**src/rtl/pac_pkg.sv**
```systemverilog
// Shared definitions for the sprite motion block: headings, input codes,
// maze geometry, start position and the neighbour-tile lookup.
package pac_pkg;

    typedef enum logic [1:0] {
        DIR_LEFT  = 2'd0,
        DIR_RIGHT = 2'd1,
        DIR_UP    = 2'd2,
        DIR_DOWN  = 2'd3
    } dir_t;

    typedef enum logic [2:0] {
        ST_IDLE   = 3'd0,
        ST_LOOK_P = 3'd1,
        ST_CHK_P  = 3'd2,
        ST_LOOK_C = 3'd3,
        ST_CHK_C  = 3'd4,
        ST_STEP   = 3'd5
    } state_t;

    // Keypad codes
    localparam logic [4:0] KEY_LEFT  = 5'h0C;
    localparam logic [4:0] KEY_RIGHT = 5'h0E;
    localparam logic [4:0] KEY_UP    = 5'h09;
    localparam logic [4:0] KEY_DOWN  = 5'h11;

    // PS/2 set-2 scan codes (A/D/W/S) and the break prefix
    localparam logic [7:0] PS2_LEFT  = 8'h1C;
    localparam logic [7:0] PS2_RIGHT = 8'h23;
    localparam logic [7:0] PS2_UP    = 8'h1D;
    localparam logic [7:0] PS2_DOWN  = 8'h1B;
    localparam logic [7:0] PS2_BREAK = 8'hF0;

    // Geometry
    localparam int unsigned STEP  = 2;
    localparam int unsigned TILE  = 32;
    localparam int unsigned MAP_W = 20;
    localparam int unsigned MAP_H = 15;

    localparam logic [9:0] START_X = 10'd32;
    localparam logic [8:0] START_Y = 9'd32;

    typedef struct packed {
        logic       oob;
        logic [8:0] addr;
    } nbr_t;

    // Tile next to an aligned sprite in heading d; oob flags an off-map tile.
    function automatic nbr_t nbr_tile(input logic [9:0] x, input logic [8:0] y, input dir_t d);
        logic [4:0] col;
        logic [3:0] row;
        nbr_t       r;
        col    = x[9:5];
        row    = y[8:5];
        r.oob  = 1'b0;
        case (d)
            DIR_LEFT:  begin r.oob = (col == 5'd0);               col = col - 5'd1; end
            DIR_RIGHT: begin r.oob = (col == 5'(MAP_W - 1));      col = col + 5'd1; end
            DIR_UP:    begin r.oob = (row == 4'd0);               row = row - 4'd1; end
            default:   begin r.oob = (row == 4'(MAP_H - 1));      row = row + 4'd1; end
        endcase
        r.addr = {5'd0, row} * 9'(MAP_W) + {4'd0, col};
        return r;
    endfunction

endpackage

```
**src/rtl/pac_key_dec.sv**
```systemverilog
// Turns keypad / PS/2 level flags into one-clock direction events.
// Handles rising-edge detection, the PS/2 break-code skip, keypad priority
// and the code-to-heading mapping.
module pac_key_dec
    import pac_pkg::*;
(
    input  logic       clk,
    input  logic       rst,
    input  logic [4:0] key_code,
    input  logic       key_ready,
    input  logic [7:0] ps2_code,
    input  logic       ps2_ready,
    output logic       evt_valid,
    output logic [1:0] evt_dir
);

    logic key_ready_q, key_ready_d;
    logic ps2_ready_q, ps2_ready_d;
    logic skip_q, skip_d;
    logic key_evt, ps2_evt;
    logic k_hit, p_hit;
    dir_t k_dir, p_dir;

    // Edge history and skip flag; history resets high so a held key is not an event
    always_ff @(posedge clk) begin
        if (!rst) begin
            key_ready_q <= 1'b1;
            ps2_ready_q <= 1'b1;
            skip_q      <= 1'b0;
        end else begin
            key_ready_q <= key_ready_d;
            ps2_ready_q <= ps2_ready_d;
            skip_q      <= skip_d;
        end
    end

    // Edge detect, decode, break skip and keypad-over-PS/2 priority
    always_comb begin
        key_ready_d = key_ready;
        ps2_ready_d = ps2_ready;
        skip_d      = skip_q;
        key_evt     = key_ready & ~key_ready_q;
        ps2_evt     = ps2_ready & ~ps2_ready_q;
        k_hit       = 1'b0;
        k_dir       = DIR_LEFT;
        p_hit       = 1'b0;
        p_dir       = DIR_LEFT;

        if (key_evt) begin
            case (key_code)
                KEY_LEFT:  begin k_hit = 1'b1; k_dir = DIR_LEFT;  end
                KEY_RIGHT: begin k_hit = 1'b1; k_dir = DIR_RIGHT; end
                KEY_UP:    begin k_hit = 1'b1; k_dir = DIR_UP;    end
                KEY_DOWN:  begin k_hit = 1'b1; k_dir = DIR_DOWN;  end
                default:   ;
            endcase
        end

        // The event after a break prefix is the released key: drop it.
        if (ps2_evt) begin
            if (skip_q) begin
                skip_d = 1'b0;
            end else if (ps2_code == PS2_BREAK) begin
                skip_d = 1'b1;
            end else begin
                case (ps2_code)
                    PS2_LEFT:  begin p_hit = 1'b1; p_dir = DIR_LEFT;  end
                    PS2_RIGHT: begin p_hit = 1'b1; p_dir = DIR_RIGHT; end
                    PS2_UP:    begin p_hit = 1'b1; p_dir = DIR_UP;    end
                    PS2_DOWN:  begin p_hit = 1'b1; p_dir = DIR_DOWN;  end
                    default:   ;
                endcase
            end
        end

        evt_valid = k_hit | p_hit;
        evt_dir   = k_hit ? k_dir : p_dir;
    end

endmodule

```
**src/rtl/pac_motion.sv**
```systemverilog
// Sprite motion controller: latches requested headings and, on each frame
// tick, checks the maze ROM for walls before stepping the sprite 2 px.
module pac_motion
    import pac_pkg::*;
(
    input  logic       clk,
    input  logic       rst,
    input  logic [4:0] key_code,
    input  logic       key_ready,
    input  logic [7:0] ps2_code,
    input  logic       ps2_ready,
    input  logic       tick,
    output logic [8:0] wall_addr,
    input  logic       wall_q,
    output logic [9:0] pac_x,
    output logic [8:0] pac_y,
    output logic [1:0] dir,
    output logic       moving
);

    state_t     state_q, state_d;
    logic [9:0] pac_x_q, pac_x_d;
    logic [8:0] pac_y_q, pac_y_d;
    dir_t       dir_q, dir_d;
    logic       moving_q, moving_d;
    logic       pend_valid_q, pend_valid_d;
    dir_t       pend_dir_q, pend_dir_d;
    logic [8:0] wall_addr_q, wall_addr_d;
    logic       oob_q, oob_d;

    logic       evt_valid;
    logic [1:0] evt_dir;
    logic       aligned;
    logic       blocked;
    nbr_t       nbr_p, nbr_c;

    pac_key_dec u_key_dec (
        .clk       (clk),
        .rst       (rst),
        .key_code  (key_code),
        .key_ready (key_ready),
        .ps2_code  (ps2_code),
        .ps2_ready (ps2_ready),
        .evt_valid (evt_valid),
        .evt_dir   (evt_dir)
    );

    assign aligned = (pac_x_q[4:0] == 5'd0) && (pac_y_q[4:0] == 5'd0);
    // Off-map neighbours never touch the ROM; they read as walls.
    assign blocked = oob_q | wall_q;
    assign nbr_p   = nbr_tile(pac_x_q, pac_y_q, pend_dir_q);
    assign nbr_c   = nbr_tile(pac_x_q, pac_y_q, dir_q);

    // State and datapath registers; reset aborts any update in flight
    always_ff @(posedge clk) begin
        if (!rst) begin
            state_q      <= ST_IDLE;
            pac_x_q      <= START_X;
            pac_y_q      <= START_Y;
            dir_q        <= DIR_RIGHT;
            moving_q     <= 1'b0;
            pend_valid_q <= 1'b0;
            pend_dir_q   <= DIR_LEFT;
            wall_addr_q  <= 9'd0;
            oob_q        <= 1'b0;
        end else begin
            state_q      <= state_d;
            pac_x_q      <= pac_x_d;
            pac_y_q      <= pac_y_d;
            dir_q        <= dir_d;
            moving_q     <= moving_d;
            pend_valid_q <= pend_valid_d;
            pend_dir_q   <= pend_dir_d;
            wall_addr_q  <= wall_addr_d;
            oob_q        <= oob_d;
        end
    end

    // Next-state: ticks outside IDLE are dropped
    always_comb begin
        state_d = state_q;
        case (state_q)
            ST_IDLE: begin
                if (tick) begin
                    if (!aligned)         state_d = ST_STEP;
                    else if (pend_valid_q) state_d = ST_LOOK_P;
                    else                   state_d = ST_LOOK_C;
                end
            end
            ST_LOOK_P: state_d = ST_CHK_P;
            ST_CHK_P:  state_d = blocked ? ST_LOOK_C : ST_STEP;
            ST_LOOK_C: state_d = ST_CHK_C;
            ST_CHK_C:  state_d = blocked ? ST_IDLE : ST_STEP;
            ST_STEP:   state_d = ST_IDLE;
            default:   state_d = ST_IDLE;
        endcase
    end

    // Datapath: ROM address on LOOK entry, heading/position updates, request latch
    always_comb begin
        pac_x_d      = pac_x_q;
        pac_y_d      = pac_y_q;
        dir_d        = dir_q;
        moving_d     = moving_q;
        pend_valid_d = pend_valid_q;
        pend_dir_d   = pend_dir_q;
        wall_addr_d  = wall_addr_q;
        oob_d        = oob_q;

        // Address is registered when entering LOOK so the ROM sees it during LOOK.
        if (state_d == ST_LOOK_P) begin
            oob_d = nbr_p.oob;
            if (!nbr_p.oob) wall_addr_d = nbr_p.addr;
        end else if (state_d == ST_LOOK_C) begin
            oob_d = nbr_c.oob;
            if (!nbr_c.oob) wall_addr_d = nbr_c.addr;
        end

        case (state_q)
            ST_CHK_P: begin
                if (!blocked) begin
                    dir_d        = pend_dir_q;
                    pend_valid_d = 1'b0;
                end
            end
            ST_CHK_C: begin
                if (blocked) moving_d = 1'b0;
            end
            ST_STEP: begin
                moving_d = 1'b1;
                case (dir_q)
                    DIR_LEFT:  pac_x_d = pac_x_q - 10'(STEP);
                    DIR_RIGHT: pac_x_d = pac_x_q + 10'(STEP);
                    DIR_UP:    pac_y_d = pac_y_q - 9'(STEP);
                    default:   pac_y_d = pac_y_q + 9'(STEP);
                endcase
            end
            default: ;
        endcase

        // A new request always wins over the clear above.
        if (evt_valid) begin
            pend_valid_d = 1'b1;
            pend_dir_d   = dir_t'(evt_dir);
        end
    end

    assign wall_addr = wall_addr_q;
    assign pac_x     = pac_x_q;
    assign pac_y     = pac_y_q;
    assign dir       = dir_q;
    assign moving    = moving_q;

endmodule

```
**config.mk**
```make
export PLATFORM = sky130hd
export DESIGN_NAME = pac_motion
export DESIGN_NICKNAME = d
export VERILOG_FILES = /design/src/rtl/pac_pkg.sv /design/src/rtl/pac_key_dec.sv /design/src/rtl/pac_motion.sv
export SDC_FILE = /design/constraint.sdc
export NUM_CORES = 1
export LEC_CHECK = 0
export BUFFER_PORTS_ARGS = -buffer_cell sky130_fd_sc_hd__buf_2
export CAP_MARGIN = 20
export CORE_ASPECT_RATIO = 1.75
export CORE_MARGIN = 1
export CORE_UTILIZATION = 45
export DETAILED_ROUTE_END_ITERATION = 7
export PLACE_DENSITY = 0.67
export SETUP_SLACK_MARGIN = 0.5
export SLEW_MARGIN = 40
export SYNTH_ARGS = -nofsm -noshare
export SYNTH_HDL_FRONTEND = slang
export SYNTH_SLANG_ARGS = --single-unit
export TNS_END_PERCENT = 20
```
**constraint.sdc**
```tcl
create_clock -name clk -period 4.8 [get_ports clk]
set_input_delay 1.2 -clock clk [delete_from_list [all_inputs] [get_ports clk]]
set_output_delay 1.2 -clock clk [all_outputs]
set_load 0.01 [all_outputs]
```
==> results.md, run 1 <==
- Clock group share of total power: 0.334
- Placer congestion estimate: 0.884
- Final Hold Viols: 0
- DRC viols: 0
- Net switching power: between 300 and 400 uW
- Fillers: 722
- Rows: 42
- Synth Flop Type: dfxtp_1
- ANT nets after route: 0
- Area Overhead vs Synth: 10.6%
- Routed wire length: ~8300 um
- Yosys top cell area share: 0.225
- All-Layer GR Usage: 0.225
- Fmax: between 0.2 and 0.3 GHz
- CP most frequent cell: ha_1
- GRT overflow: 0
- FF+latch count, synth: 39
- Clock Latency Late Sink: ~0.29 ns
- Cells after Synth: 431
- Worst setup EP type: flop
- Post-CTS Setup Repair Bufs: 0
- Tcrit/Tclk final: 0.781
- First-pass GRT wire length: between 10000 and 15000 um
- Nets: 522
- Worst Path Arrival: roughly 3.9 ns
- Worst EP required: around 5.0 ns
- Ratio of cells with drive above 1 in the final layout: 0.163
- Top Ports: 50
- Ys async rst share: 0
- N_diodes: 0
- Cell taking the most area after synthesis: dfxtp_1
- Status: finished, final reports clean
- Hold-fix buffers at CTS: 0
- Setup TNS: 0 ns
- Drt via density: about 5.6
- DRT Pass-1 Iters: 4
- CP Cell Sequence: inv_1 > ha_1 > xnor2_1 > nand2_1 > o21ai_0 > ha_1 > ha_1 > fa_1 > nand2_1 > nor2b_1 > nor2b_1 > xor2_1 > nor2_1 > a311oi_1 > a211oi_1
- Starting Density: 0.462
- Sequential Power Share: 0.406
- Hold Path Class: reg2reg
- Post-synth EDFFs: 0
- Most frequent cells in the layout: buf_2, nor2_1, dfxtp_1
- CTS tree: yes
- Worst-margin pin slew: 0.836 ns
- Register area share after synthesis: 0.225
- CTS Buf Count: 5
- Buffers on Ports: 47
- Initial antenna violation count: 0
- WS Path Type: reg2reg
- Clk sink count: 39
- Placed cell areas: around 0.0037 mm2
- CP Launch Type: flop
- Logic pwr share: 0.261
- Mapped Area: about 0.0035 mm2
- Avg WL per Cell: between 15 and 20 um
- Delay-heaviest family, CP: adder cells
- P_int: 646 uW
- CP max FO: 10
- Max_cap viols: 0
- Buffers and inverters on the worst path: 1
- Post-cts sizing count: 0
- VDD IR max: roughly 0.19 mV
- Commonest non-fill, non-tap cell in the layout: buf_2
- Clk slew on worst S/H paths: about 0.060 ns
- Slew HR: 0.442
- Fin crit period: about 3.7 ns
- Root Driver: clkbuf_16
- Power per cell area: between 200 and 250 mW/mm2
- Final setup vio count: 0
- Largest cells by area after synthesis: dfxtp_1, ha_1, xnor2_1, xor2_1, nor2_1
- Fin Clk Skew: between 0.005 and 0.006 ns
- Largest stage delay, worst path: between 0.5 and 0.6 ns
- Drt first-iter violations: 77
- Vias in the first global route: 2960
- Clock buffer depth: 2
- RSZ-0062 raised after global routing: no
- Switching Share: 0.326
- Static leakage power: 1.68 nW
- Distinct cell type count after synthesis: 63
- HPWL Detailed: between 6000 and 7000 um
- Die Area: 0.00808 mm2
- Util after Layout: 0.510
- Die height: roughly 120 um
- Final Cell Area: 0.00384 mm2
- Die X: a little under 70 um
- Routed vias: just over 3000
- CP max-delay cell: dfxtp_1
- Fin. max-slew vios: 0
- Largest net degree at the start of global routing: 24
- Yosys warnings: 0
- Core Area: between 0.007 and 0.008 mm2
- Synth Area per Inst: a little over 8 um2
- Htree depth: 2
## power by group through the flow
stage | sequential (mW) | combinational [mW] | clock, mW
6_report | 0.389 | 0.250 | 0.320
5_1_grt | 0.395 | 0.282 | 0.341
4_1_cts | 0.389 | 0.253 | 0.329
3_5_place_dp | 0.396 | 0.253 | 0
3_3_place_gp | 0.394 | 0.249 | 0
2_1_floorplan | 0.392 | 0.191 | 0
## worst register-to-register path, delay by kind of cell, from the launching register on
kind,cells,cell delay [ns]
compound gates,3,0.55
xor+xnor,2,0.33
fa+ha+maj,4,1.42
buf+inv,1,0.17
flops,1,0.55
simple gates,5,0.59
## flip-flops by register name, summed over array words and instances (netlist names)
name	cells
pac_y	8
pac_x	9
dir	2
wall_addr	9
moving	1
state_q	3
u_key_dec.key_ready_q	1
pend_dir_q	2
u_key_dec.ps2_ready_q	1
pend_valid_q	1
u_key_dec.skip_q	1
oob_q	1
## through the flow
stage / hold slack (ns) / total power, mW / setup slack (ns) / cells
6_report: 0.475 / 0.959 / 1.05 / 549
5_1_grt: 0.489 / 1.02 / 0.677 / 549
4_1_cts: 0.480 / 0.971 / 1.03 / 549
3_5_place_dp: 0.473 / 0.648 / 1.07 / 543
3_3_place_gp: 0.461 / 0.643 / 1.23 / 543
2_1_floorplan: 0.463 / 0.583 / 1.31 / 432
## logic make-up after synthesis
family	Yosys count	synth area share
AOI/OAI and AO/OA	108	0.210
xor gates and xnor gates	38	0.0960
adders and majority gates	41	0.161
buffers and inverters	43	0.0537
DFF	39	0.225
muxes	11	0.0325
other	1	0.00108
and+or+nand+nor	150	0.220
## path summary, 6_finish.rpt
path | slack [ns] | endpoint | cells past startpoint | from
hold / removal | 0.47 | wall_addr[1] | 2 | wall_addr[1]
setup / recovery | 1.05 | wall_addr[8] | 15 | pac_y[5]
setup reg to reg | 1.05 | wall_addr[8] | 15 | pac_y[5]
hold reg to reg | 0.47 | wall_addr[1] | 2 | wall_addr[1]
## per-layer routing
layer  up-vias  global-route usage  wire [um]  share of wire
li1       1579                   -          -              -
met1      1418               0.238       3290           0.39
met2        73               0.393       4420           0.53
met3        27              0.0415        236          0.028
met4         0               0.124        390          0.047
met5         -                   0          0              0
## cell type report
type	instances	area (um2)	area share
clock inverters	1	7.51	0.00196
inverters	19	71.3	0.0186
multi-input cells	350	2500	0.653
well taps	88	110	0.0287
clock buffers	5	125	0.0326
flip-flops and latches	39	782	0.204
repair buffers	47	235	0.0613
## cells in the mapped netlist (4+ instances only)
library cell and count:
a21o_1 5, nor2_1 43, inv_1 18, nor3_1 12, nand2_1 32, o21ai_0 25
o22ai_1 4, nand3_1 9, nor2b_1 11, xnor2_1 19, o21a_1 4, a21oi_1 32
clkbuf_1 13, buf_2 4, fa_1 6, nand2b_1 11, nand4_1 7, dfxtp_1 39
a211oi_1 6, mux2i_1 9, xor2_1 19, ha_1 35
Power figures use the tool's default switching activity.
==> run 2, diff against run 1 <==
ABC_AREA = 1   (was unset)
clock period = 3.71 ns   (was 4.8 ns; I/O delays follow)
==> run 2 against run 1 <==
Critical path depth is the same. Power is 79% higher. Sequential power rose by 35%. Final area rose by 7.3%. Critical path type unchanged. Highest routed layer unchanged.
==> results.md, run 2 <==
- Die X: 69.5 um (+1.7%)
- Worst Path Arrival: 3.30 ns (-0.61 ns)
- Routed vias: 3696 (+19%)
- Post-route setup slack: 0.599 ns (-0.454 ns)
- RSZ-0062 raised after global routing: yes
- N_diodes: 0 (unchanged)
- M3 GR Usage: 0.0300 (-0.0115)
- Most frequent cells in the layout: nand2_1, inv_1, buf_2
- Yosys top cell area share: 0.217 (-0.00776)
- Top-count cell post-synth: nand2_1
- Final setup vio count: 0 (unchanged)
- Synth Area per Inst: 6.79 um2 (-16%)
- Hold-fix buffers at CTS: 0 (unchanged)
- Root Driver: clkbuf_16
- Avg WL per Cell: 14.4 um (-5.0%)
- Pre-CTS setup slack: 0.442 ns (-0.624 ns)
- Drt first-iter violations: 128 (+66%)
- Synth Area in Compound Gates: 0.177 (-0.0334)
- Ys async rst share: 0 (unchanged)
- Die Area: 0.00836 mm2 (+3.5%)
- Commonest non-fill, non-tap cell in the layout: nand2_1
- Placed cell areas: 0.00393 mm2 (+6.3%)
- Adder-cell share of the synthesized area: 0.155 (-0.00555)
- Top Ports: 50 (unchanged)
- GR Layer Usage met2: 0.471 (+0.0781)
- Initial antenna violation count: 0 (unchanged)
- Largest net degree at the start of global routing: 22 (-8.3%)
- Hold Path Class: reg2reg
- Fillers: 762 (+5.5%)
- Area of the multi-input gates: 0.00249 mm2 (-0.45%)
- Final Cell Area: 0.00412 mm2 (+7.3%)
- GRT overflow: 0 (unchanged)
- CP Launch Type: flop
- Largest family of logic cells by synthesized area: simple AND/OR/NAND/NOR gates
- WS Path Type: reg2reg
- Clk slew on worst S/H paths: 0.06 ns (about the same)
- Post-Synth XOR/XNOR Area: 0.0561 (-0.0399)
- Util after Layout: 0.537 (+0.0262)
- Htree depth: 2 (unchanged)
- First-pass GRT wire length: 16200 um (+19%)
- Worst setup EP type: flop
- Vias in the first global route: 3671 (+24%)
- Net switching power: 715 uW (+130%)
- DRT Pass-1 Iters: 5 (+1)
- Ratio of cells with drive above 1 in the final layout: 0.167 (+0.00426)
- Cells after Synth: 529 (+23%)
- Clock group share of total power: 0.247 (-0.087)
- Clk sink count: 39 (unchanged)
- CP Cell Sequence: inv_1 > nor2_2 > nand3_1 > nand3_1 > inv_1 > ha_1 > ha_1 > fa_1 > nand2_1 > or2_2 > nand3b_1 > nand3_1 > nand3_1 > nand2_1 > inv_1
- Status: finished, final reports clean
- Final hold slack: 0.467 ns (-0.00807 ns)
- Power per cell area: 417 mW/mm2 (+67%)
- Distinct cell type count after synthesis: 41 (-35%)
- Fin crit period: 3.11 ns (-0.636 ns)
- Worst EP required: 3.90 ns (-1.06 ns)
- Max_cap viols: 0 (unchanged)
- Routed wire length: 9640 um (+16%)
- Starting Density: 0.468 (+0.00666)
- CP max-delay cell: fa_1
- Most used routing layer: met2
- Mapped Area: 0.00359 mm2 (+3.6%)
- Fin. max-slew vios: 0 (unchanged)
- Drt via density: 5.52 (-2.1%)
- Die height: 120 um (+1.7%)
- Multiplexer area fraction after synthesis: 0 (-0.0325)
- Final Hold Viols: 0 (unchanged)
- Static leakage power: 2.10 nW (+25%)
- Area Overhead vs Synth: 14.6%
- FF+latch count, synth: 39 (unchanged)
- Logic pwr share: 0.447 (+0.186)
- CP most frequent cell: nand3_1
- CTS tree: yes
- Register area share after synthesis: 0.217 (-0.00776)
- Tcrit/Tclk final: 0.839 (+0.0580)
- Buffers on Ports: 47 (unchanged)
- Synth Flop Type: dfxtp_1
- DRC viols: 0 (unchanged)
- Largest stage delay, worst path: 0.52 ns (-0.03 ns)
- Fin Clk Skew: 0.00218 ns (-0.00285 ns)
- Synth cell count leaders: nand2_1, inv_1, nor2_1
- CP max FO: 6 (-4)
- Rows: 42 (unchanged)
- Storage element area: 782 um2 (unchanged)
- Fmax: 0.321 GHz (+20%)
- Core Area: 0.00767 mm2 (+2.1%)
- ANT nets after route: 0 (unchanged)
- HPWL Detailed: 7580 um (+16%)
- Largest cells by area after synthesis: dfxtp_1, ha_1, nand2_1, inv_1, nand3_1
- CTS Buf Count: 5 (unchanged)
- Switching Share: 0.417 (+0.0905)
- Met1 Use GR: 0.243 (+0.00501)
- Clock buffer depth: 2 (unchanged)
- All-Layer GR Usage: 0.244 (+0.0190)
- Post-Synth Simple-Gate Area: 0.292 (+0.0718)
- Nets: 640 (+23%)
- Post-synth EDFFs: 0 (unchanged)
- Cell taking the most area after synthesis: dfxtp_1
- Setup TNS: 0 ns (unchanged)
- P_int: 1.00 mW (+55%)
- Clock Latency Late Sink: 0.29 ns (about the same)
- Sequential Power Share: 0.306 (-0.100)
- Yosys warnings: 0 (unchanged)
- Placer congestion estimate: 0.931 (+5.4%)
- VDD IR max: 0.218 mV (+13%)
run 2: cell types whose count changed after synthesis, moves of 6 or more:
cell	delta
nand4_1	+11
xnor2_1	-13
nand2b_1	-11
a21oi_1	+12
nor3_1	-9
nand3_1	+36
clkbuf_1	-9
a221oi_1	+6
nand2_1	+60
nor2b_1	-11
mux2i_1	-9
inv_1	+57
run 2: routing by layer:
metal  up-vias  share of wire
li1       1877              -
met1      1699           0.38
met2       103           0.56
met3        17          0.039
met4         0          0.027
met5         -              0
run 2: kinds of logic after synthesis:
kind of cell	count (synthesis)
buffers and inverters	91
adder cells (fa/ha/maj)	41
other	1
XOR/XNOR	23
flip-flops	39
AND/OR/NAND/NOR	226
AO/OA/AOI/OAI	108
run 2: area by class of cell:
cell class	count	area share
clock inverter	3	0.00365
clock buffer	5	0.0304
sequential	39	0.190
multi-input combinational	400	0.606
tap	88	0.0267
inverter	79	0.0720
timing repair buffer	55	0.0717
run 2: worst max-delay path, delay by kind of cell (launching register included):
| kind | cells | cell delay (ns) |
|---|---|---|
| and+or+nand+nor | 9 | 1.33 |
| adders and majority gates | 3 | 1.05 |
| DFF | 1 | 0.34 |
| buffers and inverters | 3 | 0.28 |
run 2: power by group through the flow:
stage	Combinational, mW	Sequential (mW)	Clock (mW)
6_report	0.768	0.525	0.425
3_3_place_gp	0.746	0.532	0
2_1_floorplan	0.545	0.543	0
5_1_grt	0.865	0.533	0.450
4_1_cts	0.762	0.524	0.436
3_5_place_dp	0.755	0.533	0
run 2: path summary, 6_finish.rpt:
path | cells after the start | startpoint | end | slack, ns
worst max register to register | 15 | pend_dir_q[1] | wall_addr[7] | 0.60
worst min register to register | 2 | wall_addr[3] | wall_addr[3] | 0.47
worst min-delay path | 2 | wall_addr[3] | wall_addr[3] | 0.47
worst max-delay path | 15 | pend_dir_q[1] | wall_addr[7] | 0.60
run 2: metrics by stage:
stage / std cells / power, mW
after global routing: 669 / 1.85
after global placement: 660 / 1.28
after floorplan: 530 / 1.09
after CTS: 668 / 1.72
after detailed placement: 660 / 1.29
final: 669 / 1.72
run 2: what timing repair did:
item                                    4_1_cts  5_1_grt
pin swaps                                     0        0
buffers inserted                              0        1
endpoints found under the setup margin        3        4
gates resized for setup                       2        5
==> run 3, diff against run 2 <==
PLACE_DENSITY = 0.7   (was 0.67)
clock period = 2.8 ns   (was 3.71 ns; I/O delays follow)
==> run 3 against run 2 <==
Final area up 12%. Clock skew up 0.0027 ns. Clock power up 52%. Cell count up 3.6%. Largest cell class unchanged. Count of clock-buffer cells in the layout up 2. Sequential cell count unchanged. Largest power group unchanged. Worst setup slack worse by 0.63 ns. Critical path depth down 1. The run now ends with negative setup slack left.
==> results.md, run 3 (synthesis results as in run 2) <==
- WS Path Type: reg2reg
- Commonest non-fill, non-tap cell in the layout: nand2_1
- N_diodes: 0 (unchanged)
- Tcrit/Tclk final: 1.01 (+0.174)
- HPWL Detailed: 7560 um (-0.28%)
- Final Power: 2.48 mW (+44%)
- Clock buffer depth: 2 (unchanged)
- Setup slack, reg-to-reg: -0.04 ns (-0.63 ns)
- Max_cap viols: 0 (unchanged)
- Worst Setup EP: wall_addr[8]
- Ratio of cells with drive above 1 in the final layout: 0.286 (+0.119)
- CP Cell Sequence: inv_4 > ha_4 > nor2_2 > a221oi_2 > ha_1 > ha_2 > fa_1 > nand2_2 > a21oi_4 > nand4_1 > nand3_1 > nand3_1 > nand2_1 > inv_1
- Initial antenna violation count: 0 (unchanged)
- DRT Pass-1 Iters: 5 (unchanged)
- CP most frequent cell: nand3_1
- Fin crit period: 2.84 ns (-0.276 ns)
- Die height: 120 um (unchanged)
- Worst setup startpoint: pac_y[6]
- All-Layer GR Usage: 0.246 (+0.00223)
- Most frequent cells in the layout: nand2_1, inv_1, buf_2
- Core Area: 0.00767 mm2 (unchanged)
- Failing checks: negative setup slack
- Final hold slack: 0.462 ns (-0.00526 ns)
- Slew HR: 0.507
- CP max-delay cell: fa_1
- CTS Buf Count: 5 (unchanged)
- Nets: 664 (+3.8%)
- Register-to-Register Path Depth: 14 (-1)
- Final setup vio count: 2 (+2)
- Hold-fix buffers at CTS: 0 (unchanged)
- Fin. max-slew vios: 0 (unchanged)
- Placed Cells: 681 (+3.2%)
- Root Driver: clkbuf_16
- Area Overhead vs Synth: 28.1%
- Routed wire length: 9980 um (+3.5%)
- Largest stage delay, worst path: 0.58 ns (+0.06 ns)
- Reg2reg end: wall_addr[8]
- CP max FO: 6 (unchanged)
- First-pass GRT wire length: 16600 um (+1.9%)
- Clock Latency Late Sink: 0.29 ns (about the same)
- Htree depth: 2 (unchanged)
- ANT nets after route: 0 (unchanged)
- Post-route setup slack: -0.0354 ns (-0.634 ns)
- Status: finished with violations
- Hold Path Class: reg2reg
- Fin cells: 693 (+3.6%)
- Routed vias: 3848 (+4.1%)
- Starting Density: 0.468 (unchanged)
- CTS tree: yes
- Avg WL per Cell: 14.4 um (about the same)
- Buffers on Ports: 47 (unchanged)
- Fmax: 0.353 GHz (+9.7%)
- Pre-CTS setup slack: -0.0455 ns (-0.487 ns)
- DRC viols: 0 (unchanged)
- Rows: 42 (unchanged)
- Die X: 69.5 um (unchanged)
- Placer congestion estimate: 1.02 (+9.4%)
- Worst Path Arrival: 3.03 ns (-0.27 ns)
- Drt via density: 5.55 (+0.51%)
- Clk slew on worst S/H paths: 0.06 ns (about the same)
- Worst setup EP type: flop
- Vias in the first global route: 3812 (+3.8%)
- Static leakage power: 2.22 nW (+5.8%)
- Die Area: 0.00836 mm2 (unchanged)
- Top Ports: 50 (unchanged)
- Largest net degree at the start of global routing: 22 (unchanged)
- Final Hold Viols: 0 (unchanged)
- CP Launch Type: flop
- Worst-margin pin slew: approximately 0.74 ns
- Power per cell area: 539 mW/mm2 (+29%)
- Drt first-iter violations: 220 (+72%)
- RSZ-0062 raised after global routing: yes
- Clk sink count: 39 (unchanged)
- Fin Clk Skew: 0.00491 ns (+0.00273 ns)
- GRT overflow: 0 (unchanged)
- VDD IR max: 0.371 mV (+70%)
- Worst EP required: 2.99 ns (-0.91 ns)
- RR Startpoint: pac_y[6]
==> run 3: worst max-delay path: cells and delay by family (launching register included) <==
family	cells	cell delay [ns]
fa+ha+maj	4	1.37
simple gates	6	0.49
flops	1	0.39
compound gates	2	0.39
buf+inv	2	0.08
==> run 3: through the flow <==
step,TNS [ns],cell area [um2],utilization
global route,-0.593,4600,0.600
floorplan,0,3660,-
detailed placement,-0.100,4150,0.541
finish,-0.0590,4600,0.600
CTS,-0.0144,4460,0.582
global placement,0,4150,0.541
==> run 3: timing repair <==
| action | CTS | global route |
|---|---|---|
| resized for setup | 22 | 40 |
| pin swaps | 12 | 18 |
| setup endpoints to repair | 11 | 12 |
| setup buffers | 3 | 1 |
==> run 3: metal layers <==
metal,global-route usage,part of all wire,up-vias
met3,0.0383,0.036,45
met4,0.152,0.057,0
met1,0.243,0.38,1765
li1,-,-,1921
met5,0,0,-
met2,0.468,0.53,117
==> run 3: worst min-delay path by stage <==
stage	from	to	slack (ns)	depth (start not counted)
floorplan	oob_q	oob_q	0.45	2
global placement	moving	moving	0.45	2
detailed placement	wall_addr[3]	wall_addr[3]	0.46	2
CTS	moving	moving	0.47	2
global route	oob_q	oob_q	0.51	2
finish	moving	moving	0.46	2
==> run 3: report_power, final <==
group / internal, mW / switching (mW)
sequential: 0.631 / 0.0584
combinational: 0.442 / 0.702
clock: 0.407 / 0.237
==> run 3: final cells by class <==
type	instances	area, um2
Sequential cell	39	800
Fill cell	706	3070
Clock inverter	1	5.00
Multi-Input combinational cell	400	2740
Timing Repair Buffer	79	479
Clock buffer	7	164
Tap cell	88	110
Inverter	79	302
